File: src/rtl/apuf_eval_ctrl.sv
// Evaluation sequencer for one adder-based arbiter PUF: repeated discharge/fire/sample races, per-bit majority vote.
// Optional APUF_EVAL_STABILITY_EN adds rsp_unstable, flagging response bits whose evaluations disagreed.
module apuf_eval_ctrl #(
    parameter int CH_W          = 16,
    parameter int RSP_W         = 4,
    parameter int N_EVAL        = 5,
    parameter int PRECHARGE_CYC = 4,
    parameter int SETTLE_CYC    = 8
) (
    input  logic             clk,
    input  logic             rst_n,
    input  logic             ch_valid,
    output logic             ch_ready,
    input  logic [CH_W-1:0]  ch_data,
    input  logic             abort,
    output logic             rsp_valid,
    input  logic             rsp_ready,
    output logic [RSP_W-1:0] rsp_data,
    output logic             busy,
    output logic             puf_pulse,
    output logic [CH_W-1:0]  puf_challenge,
    input  logic [RSP_W-1:0] puf_response
`ifdef APUF_EVAL_STABILITY_EN
    ,
    output logic [RSP_W-1:0] rsp_unstable
`endif
);

    localparam int PH_MAX = (PRECHARGE_CYC > SETTLE_CYC) ? PRECHARGE_CYC : SETTLE_CYC;
    localparam int CW     = (PH_MAX > 1) ? $clog2(PH_MAX + 1) : 1;
    localparam int OW     = $clog2(N_EVAL + 1);

    localparam logic [CW-1:0] PRE_LAST  = CW'(PRECHARGE_CYC - 1);
    localparam logic [CW-1:0] SET_LAST  = CW'(SETTLE_CYC - 1);
    localparam logic [OW-1:0] EVAL_LAST = OW'(N_EVAL - 1);
    localparam logic [OW-1:0] HALF      = OW'(N_EVAL / 2);
`ifdef APUF_EVAL_STABILITY_EN
    localparam logic [OW-1:0] ALL_ONES  = OW'(N_EVAL);
`endif

    typedef enum logic [2:0] {IDLE, DISCHARGE, FIRE, SAMPLE, VOTE, DONE} state_e;

    state_e            state_q, state_d;
    logic              init_q;
    logic [CW-1:0]     phase_q;
    logic [OW-1:0]     eval_q;
    logic [OW-1:0]     ones_q [RSP_W];
    logic [CH_W-1:0]   challenge_q;
    logic [RSP_W-1:0]  rsp_data_q;
    logic [RSP_W-1:0]  vote_d;
    logic              accept;
`ifdef APUF_EVAL_STABILITY_EN
    logic [RSP_W-1:0]  unstable_q;
    logic [RSP_W-1:0]  unstable_d;
`endif

    assign accept = ch_valid && ch_ready;

    always_ff @(posedge clk or negedge rst_n) begin
        if (!rst_n) state_q <= IDLE;
        else        state_q <= state_d;
    end

    always_comb begin
        state_d = state_q;
        unique case (state_q)
            IDLE:      if (accept) state_d = DISCHARGE;
            DISCHARGE: if (abort) state_d = IDLE;
                       else if (phase_q == PRE_LAST) state_d = FIRE;
            FIRE:      if (abort) state_d = IDLE;
                       else if (phase_q == SET_LAST) state_d = SAMPLE;
            SAMPLE:    if (abort) state_d = IDLE;
                       else if (eval_q == EVAL_LAST) state_d = VOTE;
                       else state_d = DISCHARGE;
            VOTE:      state_d = abort ? IDLE : DONE;
            DONE:      if (rsp_ready) state_d = IDLE;
            default:   state_d = IDLE;
        endcase
    end

    // ch_ready is held off until the first edge after reset release via init_q.
    always_comb begin
        ch_ready  = (state_q == IDLE) && init_q;
        busy      = (state_q != IDLE);
        puf_pulse = (state_q == FIRE) || (state_q == SAMPLE);
        rsp_valid = (state_q == DONE);
    end

    always_comb begin
        vote_d = '0;
        for (int i = 0; i < RSP_W; i++) vote_d[i] = (ones_q[i] > HALF);
    end

`ifdef APUF_EVAL_STABILITY_EN
    always_comb begin
        unstable_d = '0;
        for (int i = 0; i < RSP_W; i++)
            unstable_d[i] = (ones_q[i] != '0) && (ones_q[i] != ALL_ONES);
    end
`endif

    // The result registers only load on an un-aborted VOTE, so aborts never disturb the last response.
    always_ff @(posedge clk or negedge rst_n) begin
        if (!rst_n) begin
            init_q      <= 1'b0;
            phase_q     <= '0;
            eval_q      <= '0;
            challenge_q <= '0;
            rsp_data_q  <= '0;
            for (int i = 0; i < RSP_W; i++) ones_q[i] <= '0;
`ifdef APUF_EVAL_STABILITY_EN
            unstable_q  <= '0;
`endif
        end else begin
            init_q <= 1'b1;
            unique case (state_q)
                IDLE: begin
                    if (accept) begin
                        challenge_q <= ch_data;
                        phase_q     <= '0;
                        eval_q      <= '0;
                        for (int i = 0; i < RSP_W; i++) ones_q[i] <= '0;
                    end
                end
                DISCHARGE, FIRE: begin
                    phase_q <= (state_d == state_q) ? phase_q + CW'(1) : '0;
                end
                SAMPLE: begin
                    if (!abort) begin
                        for (int i = 0; i < RSP_W; i++)
                            ones_q[i] <= ones_q[i] + OW'(puf_response[i]);
                        if (eval_q != EVAL_LAST) eval_q <= eval_q + OW'(1);
                    end
                end
                VOTE: begin
                    if (!abort) begin
                        rsp_data_q <= vote_d;
`ifdef APUF_EVAL_STABILITY_EN
                        unstable_q <= unstable_d;
`endif
                    end
                end
                default: ;
            endcase
        end
    end

    assign puf_challenge = challenge_q;
    assign rsp_data      = rsp_data_q;
`ifdef APUF_EVAL_STABILITY_EN
    assign rsp_unstable  = unstable_q;
`endif

endmodule

File: config.mk
export PLATFORM = sky130hd
export DESIGN_NAME = apuf_eval_ctrl
export DESIGN_NICKNAME = d
export VERILOG_FILES = /design/src/rtl/apuf_eval_ctrl.sv
export SDC_FILE = /design/constraint.sdc
export NUM_CORES = 1
export LEC_CHECK = 0
export ABC_AREA = 1
export BUFFER_PORTS_ARGS = -buffer_cell sky130_fd_sc_hd__buf_2
export CAP_MARGIN = 20
export CORE_AREA = 2 2 64 66
export CTS_CLUSTER_SIZE = 20
export DETAILED_ROUTE_END_ITERATION = 6
export DIE_AREA = 0 0 66 68
export HOLD_SLACK_MARGIN = 0.03
export PLACE_DENSITY = 0.89
export SLEW_MARGIN = 20
export SYNTH_ARGS = -nofsm -noshare
export SYNTH_HDL_FRONTEND = slang
export SYNTH_SLANG_ARGS = --single-unit
File: constraint.sdc
create_clock -name clk -period 2.4 [get_ports clk]
set_input_delay 0.12 -clock clk [delete_from_list [all_inputs] [get_ports clk]]
set_output_delay 0.12 -clock clk [all_outputs]
set_load 0.05 [all_outputs]
==> results of run 1 <==
[layout by cell type (no fill, tap or decap)]
cell           count
o21ai_0           24
nand3_1            9
a31oi_1            1
nor2_2             1
mux2_2            16
or2_2              1
nand2_2            2
dfrtp_1           43
clkbuf_8           6
nor3_1             1
clkinv_4           1
dlygate4sd3_1      1
conb_1             1
buf_2             48
nor2_4             1
clkinvlp_4         1
nor2_1             7
buf_4              1
a21oi_1            5
o21bai_1           1
nand4_1            5
ha_1              11
xor2_1             6
nor3_4             1
nand2_1           51
inv_1             17
o21ai_2            1
[layout make-up]
class                   count  area (sq um)
inverters                  17          63.8
fillers                   331          1400
multi-input cells         145           893
well taps                  50          62.6
flip-flops and latches     43          1080
clock buffers               6          82.6
clock inverters             2          16.3
repair buffers             50           258
[state kept, by name, summed over array words and instances, names as in the netlist]
signal         count
rsp_data           4
puf_challenge     16
state_q            3
phase_q            4
ones_q            12
init_q             1
eval_q             3
[worst paths after layout]
path | slack [ps] | cells past startpoint | end
hold / removal | 50 | 2 | puf_challenge[6]
hold reg to reg | 490 | 2 | rsp_data[3]
min in group asynchronous | 500 | 2 | rsp_data[3]
setup / recovery | 570 | 5 | ones_q[8]
setup reg to reg | 570 | 5 | ones_q[8]
max in group asynchronous | 1320 | 2 | phase_q[3]
[report_power, final]
part | internal [uW] | switching, uW | total [uW]
combinational | 182 | 493 | 675
sequential | 822 | 59.6 | 881
clock | 235 | 256 | 491
[cell families (layout without fill, tap and decap cells)]
kind of cell | Yosys count | after routing
compound gates | 32 | 32
buf+inv | 22 | 75
fa+ha+maj | 11 | 11
flops | 43 | 43
other cells | 1 | 1
simple gates | 79 | 79
xor+xnor | 6 | 6
mux | 16 | 16
[layer usage]
layer  GRT usage (%)  part of all wire [%]  up-vias
met1            24.8                    44      759
met5               0                     0        -
met2            32.6                    49       48
met3            4.28                   5.6        5
li1                -                     -      795
met4            6.63                   1.1        0
[worst reg2reg max path, cell delays in order (launching register included)]
cell and delay [ps]:
dfrtp_1 520, inv_1 110, nand2_2 150, inv_1 80
o21ai_2 640, o21ai_0 190
[what timing repair did]
item                                    4_1_cts  5_1_grt
hold buffers                                  1        0
endpoints found under the hold margin        43        0
endpoints found under the setup margin        0        0
[stage by stage]
| step | hold slack [ps] | total power [uW] | setup WS, ps | util (%) | instances |
|---|---|---|---|---|---|
| 2_1_floorplan | -176 | 1410 | 614 | - | 210 |
| 3_3_place_gp | 305 | 1550 | 691 | 60.8 | 304 |
| 3_5_place_dp | 307 | 1570 | 600 | 60.8 | 304 |
| 4_1_cts | 44.6 | 2060 | 581 | 63.6 | 313 |
| 5_1_grt | 41.4 | 2150 | 327 | 63.6 | 313 |
| 6_report | 50.6 | 2050 | 566 | 63.6 | 313 |
==> run metrics, run 1 <==
first-pass GRT wire length 6580 um; Final Critical Period 1830 ps; leakage 0.00126 uW; worst hold start ch_data[6]; post-synthesis cell area 2070 sq um; crit start category register; Initial Util 53.6%; clock slew at reported path FFs 80 ps; area leader, netlist dfrtp_1; result of the run finished clean; adder-cell share of the synthesized area 6.66%; Hold/Removal Path Class in -> reg; Main synth FF type dfrtp_1; Max Root-Sink Buffers 2; flops & latches, synth 43; post-DR wirelength/cell 12.7 um; worst endpoint required time 2540 ps; Post-Syn Nets 246; antenna-violating nets left 0; post-DP HPWL 2850 um; CP Capture Type register; Worst Path Arrival 1970 ps; CP startpoint state_q[2]; num ports 49; largest family of logic cells by synthesized area simple AND/OR/NAND/NOR gates; slew margin rel. 38.0%; area grow syn2layout 18.7%; ranking of synthesized cells by area dfrtp_1 52%, nand2_1 9.3%, mux2_2 8.7%; GRT Total Usage 19.3%; Final period util 76.4%; Sink Count 43; final instance area 2450 sq um; RR Startpoint state_q[2]; DRT Pass-1 Iters 4; initial DRC count 92; Root Driver clkbuf_8; Core Area 3860 sq um; post_cts resized 0; CTS tree built; Cell variety after synth 26; post-synthesis compound-gate area fraction 8.12%; worst-path cell chain inv_1 > nand2_2 > inv_1 > o21ai_2 > o21ai_0; cts bufs inserted 5; ys async rst share 100%; die area 4490 sq um; Area after DPL 2340 sq um; count leader, synth nand2_1; skew final 6.74 ps; Setup Crit Path Kind reg -> reg; commonest cells in the synthesized netlist 51 x nand2_1, 43 x dfrtp_1, 24 x o21ai_0; Port Buffers 48; cell count after synthesis 210; worst stage delay on the critical path 630 ps; Final Max Slew Viols 0; Setup violations, final 0; post-synthesis sequential area ratio 52.1%; Max Clk Rate 545 MHz; # nets final 298; vias in the first global route 1529; total number of vias 1607; mux share of post-synthesis cell area 8.72%; XOR/XNOR share of the synthesized area 2.54%; DRT Wirelength 3980 um; yosys warns 0; PwrDens 835 nW/um^2; RSZ-0062 raised after global routing no; diodes inserted 0; share of layout cells above drive strength 1 30.4%; EDFF count, synth 0; worst-skew pair later-pin latency 300 ps; Mapped Avg Cell Area 9.84 sq um; max-cap viol count 0; Bufs and invs on worst path 2; initial antenna violation count 0; Rows 23; largest net degree at the start of global routing 44; Worst path most repeated cell inv_1; Final Hold Fails 0; simple-gate area share of the yosys netlist 17.0%; Worst-Margin Slew 929 ps; DRC errors left 0; routability cong. 0.907; Peak VDD IR 0.562 mV; Top delay family on crit path compound AO/OA/AOI/OAI gates; share of Yosys cell area claimed by the top area cell type 52.1%; Die Ht 68 um; gr ovfl total 0; htree depth 2; setup bufs post-CTS 0; setup TNS 0 ps; Worst Path Max Fanout 24; vias per inst 5.13; slowest cell on the critical path o21ai_2; Die W 66 um
(Power assumes the default switching activity.)
==> inputs of run 2 (changes only) <==
Settings changed: ABC_AREA 1 to 0, CORE_AREA 2 2 64 66 to 2 2 69 71, DIE_AREA 0 0 66 68 to 0 0 71 73, PLACE_DENSITY 0.89 to 0.81.
Clock period 2.4 ns to 1.55 ns, I/O delays scaled along.
==> run 2 against run 1 <==
The run now ends with negative setup slack left; clock power is 40% higher; via count is 12% higher; clock-buffer cell count down 1; flip-flop and latch count did not move; register-to-register slack worse by 770 ps; area after synthesis shrank 1.2%; critical path depth up 1; sequential share of layout area shrank 6.2 points; final area increased by 17%; first-iteration DRC count grew 11%; power is 58% higher.
==> run metrics, run 2 <==
commonest cells in the synthesized netlist 73 x nand2_1, 43 x dfrtp_1, 13 x a21oi_1; clock slew at reported path FFs 80 ps; Area after DPL 2510 sq um; CTS tree built; antenna-violating nets left 0; Final Critical Period 1750 ps; Setup Crit Path Kind reg -> reg; hold path endpoint state_q[1]; Core Area 4540 sq um; Post-Syn Nets 251; Final Hold Fails 0; PwrDens 1130 nW/um^2; most frequent cells in the layout 72 x nand2_1, 47 x buf_2, 42 x dfrtp_1; failing checks negative setup slack; vias per inst 4.97; area leader, netlist dfrtp_1; Final period util 113%; GRT Total Usage 19.8%; DRT Pass-1 Iters 4; R2R cell count 6; Initial Util 45.0%; Overall Power 3230 uW; worst hold start abort; vias in the first global route 1845; htree depth 2; worst-skew pair later-pin latency 290 ps; Mapped Avg Cell Area 9.49 sq um; cts bufs inserted 5; ranking of synthesized cells by area dfrtp_1 53%, nand2_1 13%, ha_1 6.7%; RR Startpoint phase_q[0]; Register Area 1080 sq um; CP Capture Type register; yosys warns 0; first-pass GRT wire length 8090 um; Final WS setup -204 ps; RSZ-0062 raised after global routing yes; initial antenna violation count 0; Peak VDD IR 0.835 mV; area grow syn2layout 40.0%; FF-to-FF setup slack -200 ps; routability cong. 0.776; post-synthesis sequential area ratio 52.7%; hold path depth 2; Die W 71 um; max-cap viol count 0; Worst Path Max Fanout 4; post-synthesis cell area 2040 sq um; die area 5180 sq um; Port Buffers 48; DRT Wirelength 4740 um; leakage 0.00152 uW; Final Max Slew Viols 0; Cell variety after synth 34; most common cell after layout, fill and taps aside nand2_1; gr ovfl total 0; worst reg2reg path endpoint phase_q[1]; num ports 49; diodes inserted 0; ys async rst share 100%; final instance area 2860 sq um; Main synth FF type dfrtp_1; # nets final 344; Max Root-Sink Buffers 2; cell count after synthesis 215; initial DRC count 102; total number of vias 1804; skew final 4.13 ps; Max Clk Rate 570 MHz; Worst Path Arrival 1940 ps; Root Driver clkbuf_8; Die Ht 73 um; Sink Count 43; Hold/Removal Path Class in -> reg; post-DP HPWL 3050 um; count leader, synth nand2_1; Rows 25; share of layout cells above drive strength 1 33.3%; DRC errors left 0; result of the run finished with violations; FILL cells 354; largest net degree at the start of global routing 23; crit start category register; Multi-input gate area 931 sq um; share of Yosys cell area claimed by the top area cell type 52.7%; Setup violations, final 4; post-DR wirelength/cell 13.0 um; flops & latches, synth 43; EDFF count, synth 0; Largest register FFs 16; worst endpoint required time 1730 ps
## run 2: changes by cell type after synthesis, moves of 3 or more
| cell | delta |
|---|---|
| nand2_1 | +22 |
| mux2_2 | -16 |
| o21ai_0 | -15 |
| inv_1 | -12 |
| a21oi_1 | +8 |
| clkbuf_1 | +5 |
| nand3_1 | -5 |
| nor2_1 | +5 |
| a32o_1 | +4 |
| nand4_1 | -4 |
| nor3_1 | +3 |
## run 2: per-layer routing
metal / track usage (%) / routed length, um
met3: 4.42 / 224
met2: 34.3 / 2430
met1: 24.5 / 2010
met5: 0 / 0
met4: 7.34 / 70
## run 2: final cells by class
| type | instances | area share (%) |
|---|---|---|
| Tap cell | 54 | 2.36 |
| Clock buffer | 5 | 2.41 |
| Multi-Input combinational cell | 156 | 32.6 |
| Clock inverter | 3 | 0.525 |
| Inverter | 6 | 0.876 |
| Timing Repair Buffer | 96 | 23.6 |
| Sequential cell | 43 | 37.7 |
## run 2: how the worst max path moves through the flow
stage / start / end / slack (ps) / cells past startpoint
final: phase_q[0] / phase_q[1] / -200 / 6
after global routing: phase_q[0] / phase_q[1] / -250 / 6
after CTS: phase_q[0] / phase_q[3] / -200 / 6
after detailed placement: phase_q[1] / phase_q[3] / -230 / 6
after global placement: phase_q[1] / phase_q[3] / -180 / 6
after floorplan: phase_q[0] / phase_q[3] / -190 / 6
## run 2: cell families after synthesis
kind of cell	Yosys count	share of synthesized area (%)
other cells	1	0.184
xor+xnor	7	3.37
flops	43	52.7
compound gates	30	9.87
fa+ha+maj	11	6.74
mux	1	0.491
simple gates	106	23.0
buf+inv	16	3.62
## run 2: metrics by stage
step / utilization [%] / setup TNS (ps) / cells / worst slack, ps / hold WS, ps
final: 63.0 / -748 / 363 / -204 / 105
after global routing: 63.0 / -1220 / 363 / -251 / 114
after CTS: 61.5 / -731 / 361 / -198 / 60.9
after detailed placement: 55.4 / -2430 / 335 / -227 / 33.9
after global placement: 55.4 / -1810 / 335 / -176 / 24.7
after floorplan: - / -718 / 215 / -193 / -218
## run 2: repair_timing
item                                   CTS  global route
setup buffers                            1             1
hold buffers                            17             0
setup endpoints to repair               12            22
gates resized for setup                  4            17
endpoints found under the hold margin   32             0
pin swaps                                6             6
cloned                                   0             1
## run 2: power by group
group	leakage [uW]	internal (uW)	switching, uW
combinational	0.000903	403	785
clock	0.0000477	309	380
sequential	0.000569	1270	86.2
## run 2: worst max-delay path, cell delays in order, from the launching register on
cell	delay, ps
dfrtp_1	360
ha_2	190
or3b_4	390
buf_6	120
o211ai_1	200
a21oi_2	120
a32o_1	270
